$ cat src/rtl/multdiv_sequencer.sv
// rtl/multdiv_sequencer.sv - control FSM sequencing the multicycle mult/div unit in execute
//
// Purpose: decodes mul/div R-type instructions, pulses the unit's start strobe,
// stalls the pipeline until the unit answers, then issues one register-file
// writeback (rd for a result, r30 for an exception).
//
// Optional build macro: MD_TIMEOUT_EN (WAIT gives up after TIMEOUT_CYC cycles
// and writes a forced exception code; otherwise WAIT waits indefinitely).
//
// Ports:
//   clock         in   system clock, rising edge
//   reset         in   asynchronous active-low reset
//   instr_valid   in   execute-stage instruction valid
//   opcode[4:0]   in   instruction opcode
//   aluop[4:0]    in   R-type ALU op field
//   rd[4:0]       in   destination register
//   flush         in   squash the in-flight mul/div
//   md_resultRDY  in   unit result valid (one-cycle pulse)
//   md_exception  in   unit exception, qualified by md_resultRDY
//   md_result     in   unit result [31:0]
//   ctrl_MULT     out  one-cycle start-multiply strobe
//   ctrl_DIV      out  one-cycle start-divide strobe
//   stall         out  freeze PC, F/D and D/X
//   wb_en         out  register-file write enable
//   wb_reg[4:0]   out  writeback register number
//   wb_data[31:0] out  writeback data
//   busy          out  FSM not IDLE

module multdiv_sequencer #(
  parameter int TIMEOUT_CYC = 40,
  parameter int CNT_W       = 6
) (
  input  logic        clock,
  input  logic        reset,
  input  logic        instr_valid,
  input  logic [4:0]  opcode,
  input  logic [4:0]  aluop,
  input  logic [4:0]  rd,
  input  logic        flush,
  input  logic        md_resultRDY,
  input  logic        md_exception,
  input  logic [31:0] md_result,
  output logic        ctrl_MULT,
  output logic        ctrl_DIV,
  output logic        stall,
  output logic        wb_en,
  output logic [4:0]  wb_reg,
  output logic [31:0] wb_data,
  output logic        busy
);

  typedef enum logic [2:0] {
    S_IDLE,
    S_START,
    S_WAIT,
    S_WB,
    S_DRAIN
  } state_t;

  localparam logic [4:0] OP_RTYPE   = 5'b00000;
  localparam logic [4:0] ALU_MUL    = 5'b00110;
  localparam logic [4:0] ALU_DIV    = 5'b00111;
  localparam logic [4:0] REG_STATUS = 5'd30;

  // Counter must be able to represent the timeout value.
  if ((2 ** CNT_W) <= TIMEOUT_CYC) begin : g_cnt_w_too_small
  end

  state_t      state_q, state_d;
  logic        is_div_q;
  logic [4:0]  rd_q;
  logic [31:0] result_q;
  logic        exc_q;

  logic        md_op;
  logic        op_is_div;

  assign op_is_div = (aluop == ALU_DIV);
  assign md_op     = instr_valid && (opcode == OP_RTYPE) &&
                     ((aluop == ALU_MUL) || (aluop == ALU_DIV));

`ifdef MD_TIMEOUT_EN
  logic [CNT_W-1:0] cnt_q;
  logic             timeout_hit;
  logic             to_drain_q;

  // cnt_q holds the number of completed WAIT cycles, so this fires in the
  // TIMEOUT_CYC-th WAIT cycle.
  assign timeout_hit = (cnt_q == CNT_W'(TIMEOUT_CYC - 1));

  always_ff @(posedge clock or negedge reset) begin
    if (!reset) begin
      cnt_q <= '0;
    end else if (state_q == S_START) begin
      cnt_q <= '0;
    end else if (state_q == S_WAIT && cnt_q != '1) begin
      cnt_q <= cnt_q + 1'b1;
    end
  end
`endif

  always_comb begin
    state_d   = state_q;
    ctrl_MULT = 1'b0;
    ctrl_DIV  = 1'b0;
    stall     = 1'b0;
    wb_en     = 1'b0;
    wb_reg    = 5'd0;
    wb_data   = 32'd0;
    busy      = (state_q != S_IDLE);

    case (state_q)
      S_IDLE: begin
        // Stall combinationally so the instruction stays in D/X; a same-cycle
        // flush squashes it before it starts. Gated by reset so every output
        // is low while reset is held.
        if (md_op && !flush && reset) begin
          stall   = 1'b1;
          state_d = S_START;
        end
      end
      S_START: begin
        ctrl_MULT = ~is_div_q;
        ctrl_DIV  = is_div_q;
        stall     = 1'b1;
        state_d   = flush ? S_DRAIN : S_WAIT;
      end
      S_WAIT: begin
        stall = 1'b1;
        if (flush) begin
          // A result arriving with the flush is simply dropped; otherwise
          // the unit still owes us one result that must be absorbed.
          state_d = md_resultRDY ? S_IDLE : S_DRAIN;
        end else if (md_resultRDY) begin
          state_d = S_WB;
        end
`ifdef MD_TIMEOUT_EN
        else if (timeout_hit) begin
          state_d = S_WB;
        end
`endif
      end
      S_WB: begin
        if (exc_q) begin
          wb_en   = 1'b1;
          wb_reg  = REG_STATUS;
          wb_data = {29'd0, (is_div_q ? 3'd5 : 3'd4)};
        end else if (rd_q != 5'd0) begin
          wb_en   = 1'b1;
          wb_reg  = rd_q;
          wb_data = result_q;
        end
`ifdef MD_TIMEOUT_EN
        state_d = to_drain_q ? S_DRAIN : S_IDLE;
`else
        state_d = S_IDLE;
`endif
      end
      S_DRAIN: begin
        // A new mul/div waits here; it is accepted once IDLE is reached.
        stall = md_op && !flush;
        if (md_resultRDY) begin
          state_d = S_IDLE;
        end
      end
      default: begin
        state_d = S_IDLE;
      end
    endcase
  end

  always_ff @(posedge clock or negedge reset) begin
    if (!reset) begin
      state_q  <= S_IDLE;
      is_div_q <= 1'b0;
      rd_q     <= 5'd0;
      result_q <= 32'd0;
      exc_q    <= 1'b0;
    end else begin
      state_q <= state_d;
      if (state_q == S_IDLE && state_d == S_START) begin
        is_div_q <= op_is_div;
        rd_q     <= rd;
      end
      if (state_q == S_WAIT && md_resultRDY && !flush) begin
        result_q <= md_result;
        exc_q    <= md_exception;
      end
`ifdef MD_TIMEOUT_EN
      else if (state_q == S_WAIT && timeout_hit && !flush) begin
        exc_q <= 1'b1;
      end
`endif
    end
  end

`ifdef MD_TIMEOUT_EN
  // Remembers that WB was forced, so the late unit result gets drained.
  always_ff @(posedge clock or negedge reset) begin
    if (!reset) begin
      to_drain_q <= 1'b0;
    end else if (state_q == S_START) begin
      to_drain_q <= 1'b0;
    end else if (state_q == S_WAIT && !md_resultRDY && !flush && timeout_hit) begin
      to_drain_q <= 1'b1;
    end
  end
`endif

endmodule
$ cat config.mk
export PLATFORM = sky130hd
export DESIGN_NAME = multdiv_sequencer
export DESIGN_NICKNAME = d
export VERILOG_FILES = /design/src/rtl/multdiv_sequencer.sv
export SDC_FILE = /design/constraint.sdc
export NUM_CORES = 1
export LEC_CHECK = 0
export CAP_MARGIN = 5
export CORE_MARGIN = 8
export CORE_UTILIZATION = 40
export CTS_BUF_LIST = sky130_fd_sc_hd__clkbuf_16
export CTS_CLUSTER_SIZE = 28
export DETAILED_ROUTE_END_ITERATION = 8
export DONT_BUFFER_PORTS = 1
export SLEW_MARGIN = 25
export SYNTH_ARGS = -nofsm -noshare
export SYNTH_HDL_FRONTEND = slang
export SYNTH_SLANG_ARGS = --single-unit
$ cat constraint.sdc
create_clock -name clock -period 1.6 [get_ports clock]
set_input_delay 0.32 -clock clock [delete_from_list [all_inputs] [get_ports clock]]
set_output_delay 0.32 -clock clock [all_outputs]
set_load 0.05 [all_outputs]
## Yosys cells after proc, flatten, opt, wreduce, memory -nomap -nowiden

Cells that the tools add are included.

| storage, ports and cells | value |
|---|---|
| bits of input ports | 53 |
| flip-flop bits (word level) | 42 |
| word-level logic and storage cells | 48 |

| operators by class | value |
|---|---|
| muxes and demuxes | 21 |
| eq/ne operators | 7 |
| bitwise logic cells | 1 |
| reductions and logical operators | 14 |

Operators by type and width:

| kind | count |
|---|---|
| 32-bit two-way mux | 3 |
| 3-bit two-way mux | 6 |
| 5-bit two-way mux | 3 |
| 3-bit one-hot mux with 4 select lines | 1 |
| 5-bit by 3-bit equality test with 1-bit output (second input constant) | 2 |
| 1-bit logical AND | 7 |
| 1-bit two-way mux | 7 |
| 3-bit by 1-bit equality test with 1-bit output (second input constant) | 2 |
| 3-bit by 2-bit equality test with 1-bit output (second input constant) | 2 |
| 5-bit logical NOT | 1 |
| 5-bit nonzero test | 1 |
| 3-bit equality test (second input constant) | 1 |
| 3-bit logical NOT | 1 |
| 1-bit one-hot mux with 3 select lines | 1 |
| 3-bit nonzero test | 1 |
| 2-bit OR reduction | 1 |
| 1-bit logical NOT | 1 |
| 1-bit logical OR | 1 |
| 1-bit inverter | 1 |

## Longest topological paths before layout

| depth | value |
|---|---|
| depth in word-level cells | 9 |
| depth in mapped cells | 5 |

## Worst setup path after synthesis

Ideal clock, no wire load.

| timing | value |
|---|---|
| kind | register to output |
| start | reg state_q[2] |
| end | out wb_reg[0] |
| slack | -0.607 ns |
| data arrival time | 1.887 ns |
| data required time | 1.280 ns |
| stages on the path, launching flop included | 4 |
| path through | dfrtp_1 -> buf_2 -> nand3b_4 -> nor3b_1 |

| between the ends | value |
|---|---|
| word-level cells in the longest chain between the ends | 2 |

Ends and longest elaborated chain:

| what | RTL line | text |
|---|---|---|
| start: declaration | 69 | `state_t state_q, state_d;` |
| start signal: assignment | 180 | `state_q <= state_d;` |
| 3-bit by 2-bit equality test with 1-bit output | 112 | `case (state_q)` |
| 5-bit two-way mux | 112 |  |
| end: declaration | 47 | `output logic [4:0] wb_reg,` |

No other way between the ends.

## Worst setup path in the final report

| timing | value |
|---|---|
| start | reg rd_q[3] |
| end | out wb_data[0] |

| between the ends | value |
|---|---|
| word-level cells in the longest chain between the ends | 4 |

Ends and longest elaborated chain:

| what | RTL line | text |
|---|---|---|
| start: declaration | 71 | `logic [4:0] rd_q;` |
| start signal: assignment | 183 | `rd_q <= rd;` |
| 5-bit nonzero test | 148 | `end else if (rd_q != 5'd0) begin` |
| 32-bit two-way mux | 148 |  |
| 32-bit two-way mux | 144 | `if (exc_q) begin` |
| 32-bit two-way mux | 112 |  |
| end: declaration | 48 | `output logic [31:0] wb_data,` |

No other way between the ends.

==> results_dict.tcl <==
set metrics [dict create \
    numPlacedInstances 280 \
    fill_cells 404 \
    worstSetupStartpointType "flop" \
    worstPathMaxFanout 3 \
    utilization 0.661 \
    cts.sinks 42 \
    vias_per_cell 5.03 \
    hold_depth 1 \
    routabilityCongestion 0.771 \
    finalHoldViolCount 0 \
    antenna_cells 0 \
    cp-end-kind "output pin" \
    p_int_uw 1960 \
    min-delay-start "flush" \
    dp_hpwl_mm 4.24 \
    antenna_left 0 \
    rsz0062_at_grt "yes" \
    hold_class "input port to flop" \
    synthCells 165 \
    start_util 0.406 \
    yosys_warnings 0 \
    vdd_drop_max_v 0.000723 \
    syn_area_sq_um 2200 \
    yosys_register_bits 42 \
    worstPathRequired_ps 1280 \
    r2r_setup_slack_ps -60 \
    comb_power_share 0.072 \
    cp.arrival_ps 1690 \
    grt_pass1_wl_mm 9.25 \
    die_y_um 90.1 \
    io_buffers 0 \
    setup_viol 45 \
    drv_slew 0 \
    max_freq_ghz 0.498 \
    finClkSkew_ps 4.45 \
    r2r_start "state_q[0]$_DFF_PN0_" \
    async_flop_share 1.00 \
    dr.pass1.iters 4 \
    p_sw_uw 488 \
    sw_frac_of_total 0.199 \
    fin_tns_setup_ps -12300 \
    grt_pass1_vias 1662 \
    wl_per_cell_um 20.3 \
    regArea_sq_um 1050 \
    r2r_cells 5 \
    die_area_sq_um 8120 \
    synth_cell_type_count 34 \
    ys_seq_area_frac 0.479 \
    fp.dieW_um 90.1 \
    cts_buffers 5 \
    cts-root-buf "clkbuf_16" \
    area_growth_pct 62.7 \
    drc 0 \
    yosys_most_used_dff "dfrtp_1" \
    whs_ps 113 \
    grt_max_degree 43 \
    cts_buffer_depth 2 \
    synth_edf_count 0 \
    multiInputGateArea_sq_um 1280 \
    path_clk_slew_ps 60 \
    layout_worst_path_cycle_share 1.25 \
    antenna_found_initial 0 \
    rr_endpoint "rd_q[0]$_DFFE_PN0P_" \
    vias 1499 \
    fin_cells 298 \
    worstSkewPairLatency_ps 270 \
    violations "setup timing" \
    rows 27 \
    io_pins 95 \
    post-place-ws_ps -163 \
    power_frac_seq 0.478 \
    final_layout_size_suffix_gt1_frac 0.726 \
    cts_tree "yes" \
    syn_avg_cell_area_sq_um 13.3 \
    slew_headroom 0.770 \
    hold-path-endpoint "state_q[1]$_DFF_PN0_" \
    path_class "flop to output pin" \
    grt_usage 0.142 \
    grt-ovfl-total 0 \
    fin_crit_ps 2010 \
    final_nets 278 \
    syn_nets 218 \
    routed_wl_mm 6.04 \
    drv_cap 0 \
    core_area_sq_um 5410 \
    pwr-share-clk 0.451 \
    drt_iter0_drc 7 \
    worst_slack_ps -407 \
    power_density_nw_per_um2 686 \
    htreeDepth 2 \
    tightest_slew_ps 342 \
    p_leak_uw 0.00175 \
    status "finished, violations left" \
]
[flip-flops by register name, indices dropped and copies added, names as in the netlist]
signal,flops
rd_q,5
exc_q,1
is_div_q,1
state_q,3
result_q,32
[per-stage QoR]
stage,cell area [sq um],total power (uW)
6_report,3570,2450
5_1_grt,3570,2540
4_1_cts,3400,2470
3_5_place_dp,3130,1310
3_3_place_gp,3130,1300
2_1_floorplan,2300,1280
[timing repair]
item                                    CTS  global route
pin swaps                                 5            20
hold endpoints to repair                 42             0
cloned                                    0             4
buffers inserted                          3             3
resized for setup                        22            55
hold buffers                              2             0
endpoints found under the setup margin   42            48
[power groups by stage]
stage,Clock (uW),Combinational [uW],Sequential (uW)
after floorplan,0,114,1170
after global placement,0,127,1180
after detailed placement,0,132,1180
after CTS,1140,168,1160
after global routing,1170,191,1180
final,1100,175,1170
[cells in the final DEF (no fill, tap or decap), types with 2 or more instances in the layout]
cell and count:
inv_1 3, nor3_1 2, nor2_1 4, mux2_2 10, buf_4 11, a21oi_2 2
buf_6 13, nor2_2 3, clkbuf_16 5, nor4b_4 2, and2_4 30, buf_8 3
nand2_1 2, buf_12 35, mux2_4 29, nor2_4 6, dfrtp_1 42, nor3b_4 2
[cells in the mapped netlist, types with 2 or more instances]
library cell | number | area, sq um
a21oi_1 | 4 | 20.0
and2_1 | 30 | 188
buf_6 | 4 | 45.0
clkbuf_2 | 3 | 15.0
dfrtp_1 | 42 | 1050
mux2_2 | 10 | 113
mux2_4 | 29 | 435
nand2_1 | 2 | 7.51
nor2_1 | 12 | 45.0
nor3_1 | 3 | 15.0
nor3b_1 | 2 | 15.0
o21ai_0 | 2 | 10.0
[worst max-delay path, stage by stage, from the launching register on]
cell	delay, ps
dfrtp_1	410
or4_4	550
o211ai_1	200
a21oi_2	100
buf_12	160
[cell type report]
| class | instances | share of cell area |
|---|---|---|
| multi-input cells | 112 | 0.359 |
| flip-flops and latches | 42 | 0.294 |
| inverters | 1 | 0.00105 |
| well taps | 72 | 0.0252 |
| clock inverters | 3 | 0.0105 |
| clock buffers | 5 | 0.0350 |
| repair buffers | 63 | 0.276 |
[kinds of logic after synthesis]
| logic type | Yosys count | synth area share |
|---|---|---|
| buf+inv | 11 | 0.0365 |
| simple gates | 61 | 0.198 |
| xor+xnor | 1 | 0.00399 |
| flops | 42 | 0.479 |
| mux | 39 | 0.250 |
| compound gates | 11 | 0.0331 |
[metal layers]
metal / global-route usage / vias to the layer above / part of all wire
met1: 0.155 / 752 / 0.39
li1: - / 688 / -
met3: 0.0665 / 4 / 0.079
met5: 0 / - / 0
met4: 0.0374 / 0 / 0.0066
met2: 0.242 / 55 / 0.52
[how the worst max path moves through the flow]
stage,startpoint,to,slack [ps],cells past startpoint
after detailed placement,rd_q[1]$_DFFE_PN0P_,wb_data[17],-160,6
after global routing,rd_q[3]$_DFFE_PN0P_,wb_data[0],-470,4
after global placement,rd_q[0]$_DFFE_PN0P_,wb_data[31],-130,6
after floorplan,state_q[2]$_DFF_PN0_,wb_data[12],-120,5
final,rd_q[3]$_DFFE_PN0P_,wb_data[0],-410,4
after CTS,rd_q[3]$_DFFE_PN0P_,wb_data[0],-420,4
(Power assumes the default switching activity.)
